==> config.mk <==
export PLATFORM = sky130hd
export DESIGN_NAME = uart_tx_port
export DESIGN_NICKNAME = d
export VERILOG_FILES = /design/src/rtl/uart_pkg.sv /design/src/rtl/sync_fifo.sv /design/src/rtl/uart_tx_port.sv
export SDC_FILE = /design/constraint.sdc
export NUM_CORES = 1
export LEC_CHECK = 0
export ABC_CLOCK_PERIOD_IN_PS = 5000
export CAP_MARGIN = 20
export CORE_UTILIZATION = 55
export DETAILED_ROUTE_END_ITERATION = 6
export PLACE_DENSITY = 0.73
export SLEW_MARGIN = 10
export SYNTH_ARGS = -nofsm -noshare
export SYNTH_HDL_FRONTEND = slang
export SYNTH_SLANG_ARGS = --single-unit
==> constraint.sdc <==
create_clock -name clk -period 5 [get_ports clk]
set_clock_uncertainty 0.1 [all_clocks]
set_input_delay 1 -clock clk [delete_from_list [all_inputs] [get_ports clk]]
set_output_delay 1 -clock clk [all_outputs]
set_load 0.03 [all_outputs]
==> src/rtl/uart_pkg.sv <==
// Shared types and constants for the UART transmit path.
package uart_pkg;

    typedef enum logic [1:0] {
        IDLE  = 2'd0,
        START = 2'd1,
        DATA  = 2'd2,
        STOP  = 2'd3
    } tx_state_t;

    localparam int UART_DATA_W          = 8;
    localparam int DEFAULT_CLKS_PER_BIT = 868;   // 100 MHz / 115200 baud

endpackage

==> src/rtl/sync_fifo.sv <==
// Single-clock FIFO with extra-MSB pointers; a push while full is accepted
// only when a pop frees a slot in the same cycle.
module sync_fifo #(
    parameter int WIDTH = 8,
    parameter int DEPTH = 4
) (
    input  logic             clk,
    input  logic             rst_n,
    input  logic             push,
    input  logic             pop,
    input  logic [WIDTH-1:0] wdata,
    output logic [WIDTH-1:0] rdata,
    output logic             full,
    output logic             empty
);

    localparam int AW = $clog2(DEPTH);

    logic [AW:0]      wr_ptr_q, wr_ptr_d;
    logic [AW:0]      rd_ptr_q, rd_ptr_d;
    logic [WIDTH-1:0] mem_q [DEPTH];
    logic             wr_en;
    logic             rd_en;

    always_comb begin
        empty = (wr_ptr_q == rd_ptr_q);
        full  = (wr_ptr_q[AW] != rd_ptr_q[AW]) &&
                (wr_ptr_q[AW-1:0] == rd_ptr_q[AW-1:0]);
        rdata = mem_q[rd_ptr_q[AW-1:0]];
        wr_en = push && (!full || pop);
        rd_en = pop && !empty;

        wr_ptr_d = wr_ptr_q;
        rd_ptr_d = rd_ptr_q;
        if (wr_en) wr_ptr_d = wr_ptr_q + (AW+1)'(1);
        if (rd_en) rd_ptr_d = rd_ptr_q + (AW+1)'(1);
    end

    // NOTE: reset is sampled on the clock edge only; it is part of the data path.
    always_ff @(posedge clk) begin
        if (!rst_n) begin
            wr_ptr_q <= '0;
            rd_ptr_q <= '0;
        end else begin
            wr_ptr_q <= wr_ptr_d;
            rd_ptr_q <= rd_ptr_d;
        end
    end

    // NOTE: storage is not reset; the pointers alone decide which entries are valid.
    always_ff @(posedge clk) begin
        if (wr_en) mem_q[wr_ptr_q[AW-1:0]] <= wdata;
    end

endmodule

==> src/rtl/uart_tx_port.sv <==
// 8N1 transmitter fed by zero-to-nonzero transitions of the x12 byte,
// with a small byte queue, busy status and sticky overflow.
module uart_tx_port
    import uart_pkg::*;
#(
    parameter int CLKS_PER_BIT = DEFAULT_CLKS_PER_BIT,
    parameter int FIFO_DEPTH   = 4
) (
    input  logic                   clk,
    input  logic                   rst_n,
    input  logic [UART_DATA_W-1:0] data_in,
    output logic                   tx,
    output logic                   busy,
    output logic                   overflow
);

    localparam int CNT_W = $clog2(CLKS_PER_BIT);
    localparam logic [CNT_W-1:0] CNT_LAST = CNT_W'(CLKS_PER_BIT - 1);

    localparam logic [1:0] ST_IDLE  = IDLE;
    localparam logic [1:0] ST_START = START;
    localparam logic [1:0] ST_DATA  = DATA;
    localparam logic [1:0] ST_STOP  = STOP;

    logic                   armed_q, armed_d;
    logic                   push_q, push_d;
    logic [UART_DATA_W-1:0] push_data_q, push_data_d;
    logic                   overflow_q, overflow_d;
    logic [1:0]             state_q, state_d;
    logic [CNT_W-1:0]       cnt_q, cnt_d;
    logic [2:0]             bit_idx_q, bit_idx_d;
    logic [UART_DATA_W-1:0] shift_q, shift_d;

    logic                   fifo_pop;
    logic                   fifo_full;
    logic                   fifo_empty;
    logic [UART_DATA_W-1:0] fifo_rdata;
    logic                   baud_done;

    sync_fifo #(
        .WIDTH (UART_DATA_W),
        .DEPTH (FIFO_DEPTH)
    ) u_fifo (
        .clk   (clk),
        .rst_n (rst_n),
        .push  (push_q),
        .pop   (fifo_pop),
        .wdata (push_data_q),
        .rdata (fifo_rdata),
        .full  (fifo_full),
        .empty (fifo_empty)
    );

    // One push per nonzero episode; a zero byte re-arms.
    // NOTE: combinational blocks use blocking '=' with defaults first; flops use '<='.
    always_comb begin
        armed_d     = armed_q;
        push_d      = 1'b0;
        push_data_d = push_data_q;
        if (data_in == '0) begin
            armed_d = 1'b1;
        end else if (armed_q) begin
            armed_d     = 1'b0;
            push_d      = 1'b1;
            push_data_d = data_in;
        end
        overflow_d = overflow_q || (push_q && fifo_full && !fifo_pop);
    end

    always_comb begin
        state_d   = state_q;
        cnt_d     = cnt_q;
        bit_idx_d = bit_idx_q;
        shift_d   = shift_q;
        fifo_pop  = 1'b0;
        baud_done = (cnt_q == CNT_LAST);

        if (state_q != ST_IDLE) cnt_d = baud_done ? '0 : cnt_q + CNT_W'(1);

        case (state_q)
            ST_IDLE: begin
                cnt_d = '0;
                if (!fifo_empty) begin
                    fifo_pop = 1'b1;
                    shift_d  = fifo_rdata;
                    state_d  = ST_START;
                end
            end
            ST_START: begin
                if (baud_done) begin
                    bit_idx_d = '0;
                    state_d   = ST_DATA;
                end
            end
            ST_DATA: begin
                if (baud_done) begin
                    shift_d = shift_q >> 1;
                    if (bit_idx_q == 3'd7) state_d = ST_STOP;
                    else                   bit_idx_d = bit_idx_q + 3'd1;
                end
            end
            ST_STOP: begin
                if (baud_done) state_d = ST_IDLE;
            end
            default: state_d = ST_IDLE;
        endcase
    end

    always_ff @(posedge clk) begin
        if (!rst_n) begin
            armed_q     <= 1'b0;
            push_q      <= 1'b0;
            push_data_q <= '0;
            overflow_q  <= 1'b0;
            state_q     <= ST_IDLE;
            cnt_q       <= '0;
            bit_idx_q   <= '0;
            shift_q     <= '0;
        end else begin
            armed_q     <= armed_d;
            push_q      <= push_d;
            push_data_q <= push_data_d;
            overflow_q  <= overflow_d;
            state_q     <= state_d;
            cnt_q       <= cnt_d;
            bit_idx_q   <= bit_idx_d;
            shift_q     <= shift_d;
        end
    end

    // Outputs decode only registered state, so nothing reaches them from data_in.
    always_comb begin
        case (state_q)
            ST_START: tx = 1'b0;
            ST_DATA:  tx = shift_q[0];
            default:  tx = 1'b1;
        endcase
        busy     = (state_q != ST_IDLE) || !fifo_empty;
        overflow = overflow_q;
    end

endmodule

==> metrics.md <==
| Metric | Value |
|---|---|
| TritonCTS clock tree | `built` |
| GR Util met1 | `25.85%` |
| Utilization after layout | `63.75%` |
| Yosys reg bits | `74` |
| Clock Latency Late Sink | `0.34 ns` |
| Die W | `77.85 um` |
| CTS Buf Count | `9` |
| Sw Ratio | `29.59%` |
| Post-synth cell types | `36` |
| Reg2reg path depth | `4` |
| Critical path origin | `state_q[0]` |
| Die Y | `77.85 um` |
| Yosys warning count | `0` |
| Resized Gates After CTS | `0` |
| Crit share post-route | `72.47%` |
| CP max FO | `9` |
| Post-synthesis mux area share | `8.857%` |
| Largest net degree at the start of global routing | `30` |
| Ports | `13` |
| Synth Area in Adders | `5.140%` |
| Final TNS setup | `0 ns` |
| Final Hold Fails | `0` |
| Seq pwr share | `47.9%` |
| Cell count after synthesis | `268` |
| H-tree depth | `3` |
| Dpl ws | `1.791 ns` |
| Total Wirelength | `5.118 mm` |
| Final min period | `3.623 ns` |
| Startpoint types | `register` |
| Port Buffers | `12` |
| Met2 Resource Use GR | `30.88%` |
| Worst setup path class | `reg -> out` |
| Slew Viols, Final | `0` |
| Crit end category | `output port` |
| Drt initial violations | `96` |
| CP max-delay cell | `clkdlybuf4s50_1` |
| Setup bufs post-CTS | `0` |
| Main combinational cell family by area after synthesis | `simple AND/OR/NAND/NOR gates` |
| Worst r2r src | `state_q[0]` |
| Area Overhead vs Synth | `11.63%` |
| Initial antenna violation count | `0` |
| Critical path cell sequence | `inv_1, ha_1, inv_1, nor4_1, inv_1, clkdlybuf4s50_1` |
| Leakage | `1.344 nW` |
| Crit path DAT | `2.52 ns` |
| Max cap viols | `0` |
| Num Clock Sinks | `74` |
| Initial Utilization | `57.11%` |
| Most used routing layer | `met2` |
| First drt pass iteration count | `4` |
| Worst Setup EP | `busy` |
| Drt via density | `5.531` |
| Sw power | `0.0004176 W` |
| Share of layout cells above drive strength 1 | `12.24%` |
| DRC | `0` |
| Met3 Resource Use GR | `4.235%` |
| Peak supply drop | `0.2333 mV` |
| Fraction of registers with async set/reset | `0%` |
| N_diodes | `0` |
| Synth Area per Inst | `11.81 sq um` |
| PD cells | `399.5 nW/um^2` |
| Hold crit path type | `reg -> reg` |
| Fmax | `276.0 MHz` |
| Vias after detailed routing | `1980` |
| NumNets Final | `304` |
| Row Count | `27` |
| Die ar. | `6061 sq um` |
| First-pass GRT wire length | `8.949 mm` |
| R2R Setup Slk | `2.78 ns` |
| CTS Hold Bufs | `0` |
| Antenna viol nets, final | `0` |
| Largest stage delay, worst path | `0.61 ns` |
| GRT overflow | `0` |
| Register clock-pin slew on the reported worst setup and hold paths | `0.08 ns` |
| CTS root buf | `clkbuf_8` |
| Reg2reg end | `u_fifo.mem_q[1][3]` |
| Outcome | `finished, final reports clean` |
| Avg WL per Cell | `14.30 um` |
| Post-Synth XOR/XNOR Area | `4.626%` |
| Most Frequent Cell on Critical Path | `inv_1` |
| Commonest register cell after synthesis | `dfxtp_1` |
| Final setup violation count | `0` |
| Clock power frac | `32.9%` |
| Slew margin rel. | `36.96%` |
| Tot Pwr | `0.001411 W` |
| Placer congestion estimate | `0.7098` |
| Synth Area in Simple Gates | `12.61%` |
| Total internal power | `0.0009936 W` |
| EDFF count, synth | `32` |
| Post-Syn Nets | `291` |
| Area of the mapped netlist | `3164 sq um` |
| Worst endpoint required time | `3.90 ns` |
| Core ar. | `5540 sq um` |
| Gr usage total | `19.42%` |
| Combinational power share | `19.2%` |
| Fin worst setup slack | `1.377 ns` |
| Worst slew pin tran | `0.9412 ns` |
| Complex-gate fraction of the synthesized area | `8.541%` |
| Max clock buf depth | `2` |
| RSZ-0062 raised after global routing | `false` |
| Post-detail-place hpwl | `3.473 mm` |
| Vias in the first global route | `1885` |
| Seq/Total Area, Yosys | `56.94%` |
[cell usage in the layout (no fill, tap or decap), drive strengths merged, types with 2 or more instances in the layout]
| cell | n |
|---|---|
| a21oi | 20 |
| a31oi | 2 |
| a32oi | 2 |
| and3 | 3 |
| clkbuf | 10 |
| clkdlybuf4s50 | 12 |
| clkinv | 3 |
| dfxtp | 42 |
| edfxtp | 32 |
| ha | 13 |
| inv | 16 |
| mux2i | 10 |
| mux4 | 8 |
| nand2 | 23 |
| nand3b | 2 |
| nand4b | 2 |
| nor2 | 28 |
| nor2b | 2 |
| nor3 | 5 |
| nor3b | 2 |
| nor4 | 4 |
| o21ai | 10 |
| o41ai | 2 |
| or3 | 9 |
| xnor2 | 8 |
| xor2 | 7 |
[logic make-up after synthesis]
| group | after synthesis |
|---|---|
| adder cells (fa/ha/maj) | 13 |
| multiplexers | 18 |
| buffers and inverters | 25 |
| flip-flops | 74 |
| AO/OA/AOI/OAI | 41 |
| XOR/XNOR | 15 |
| AND/OR/NAND/NOR | 82 |
[state kept, by name, summed over array words and instances, names as in the netlist, named ones only]
name,count
armed_q,1
bit_idx_q,3
cnt_q,10
overflow,1
push_data_q,8
push_q,1
shift_q,8
state_q,2
u_fifo.mem_q,32
u_fifo.rd_ptr_q,3
u_fifo.wr_ptr_q,3
[layout make-up]
| class | instances | area, sq um |
|---|---|---|
| Clock inverter | 7 | 77.57 |
| Timing Repair Buffer | 13 | 127.6 |
| Clock buffer | 9 | 123.9 |
| Inverter | 14 | 52.55 |
| Multi-Input combinational cell | 169 | 1259 |
| Sequential cell | 74 | 1802 |
| Tap cell | 72 | 90.09 |
| Fill cell | 467 | 2008 |
[power by group through the flow]
stage | registers, W | logic, W | clock network [W]
after detailed placement | 0.000692 | 0.000259 | 0
final | 0.000676 | 0.000270 | 0.000464
after floorplan | 0.000668 | 0.000230 | 0
after global routing | 0.000683 | 0.000290 | 0.000499
after CTS | 0.000678 | 0.000260 | 0.000471
after global placement | 0.000691 | 0.000256 | 0
[worst max-delay path: cells and delay by family, from the launching register on]
kind	cells	cell delay (ns)
buffers and inverters	4	0.93
and+or+nand+nor	1	0.56
DFF	1	0.35
adders and majority gates	1	0.36
[cell usage after synthesis, types with 3 or more instances]
cell       n  area, sq um
a21oi_1   20        100.1
xor2_1     5        43.79
o21ai_0   10        50.05
mux2i_1   10        100.1
and3_1     3        18.77
nor2_1    28        105.1
nor3_1     5        25.02
edfxtp_1  32        960.9
nor4_1     4        25.02
dfxtp_1   42        840.8
or3_1      9        56.30
inv_1     13        48.80
xnor2_1    8        70.07
clkbuf_1   8        30.03
mux4_2     8        180.2
ha_1      13        162.7
nand2_1   23        86.33
[how the worst min path moves through the flow]
stage,from,endpoint,cells after the start
final,cnt_q[0],cnt_q[0],1
after global routing,cnt_q[0],cnt_q[0],1
after CTS,cnt_q[0],cnt_q[0],1
after detailed placement,cnt_q[0],cnt_q[0],1
after global placement,cnt_q[0],cnt_q[0],1
after floorplan,cnt_q[0],cnt_q[0],1
[per-stage QoR]
step           std cells  hold slack, ns  area, sq um
6_report             358          0.3595         3532
3_5_place_dp         341          0.3436         3323
4_1_cts              357          0.3627         3525
2_1_floorplan        268          0.3175         3164
3_3_place_gp         341          0.3286         3323
5_1_grt              358          0.3867         3532
[layer usage]
metal  vias up  routed length, um
li1        983                  -
met1       953               2449
met2        39               2448
met3         5                175
met4         0                 44
met5         -                  0
No activity file was read; power rests on OpenSTA's default activity.
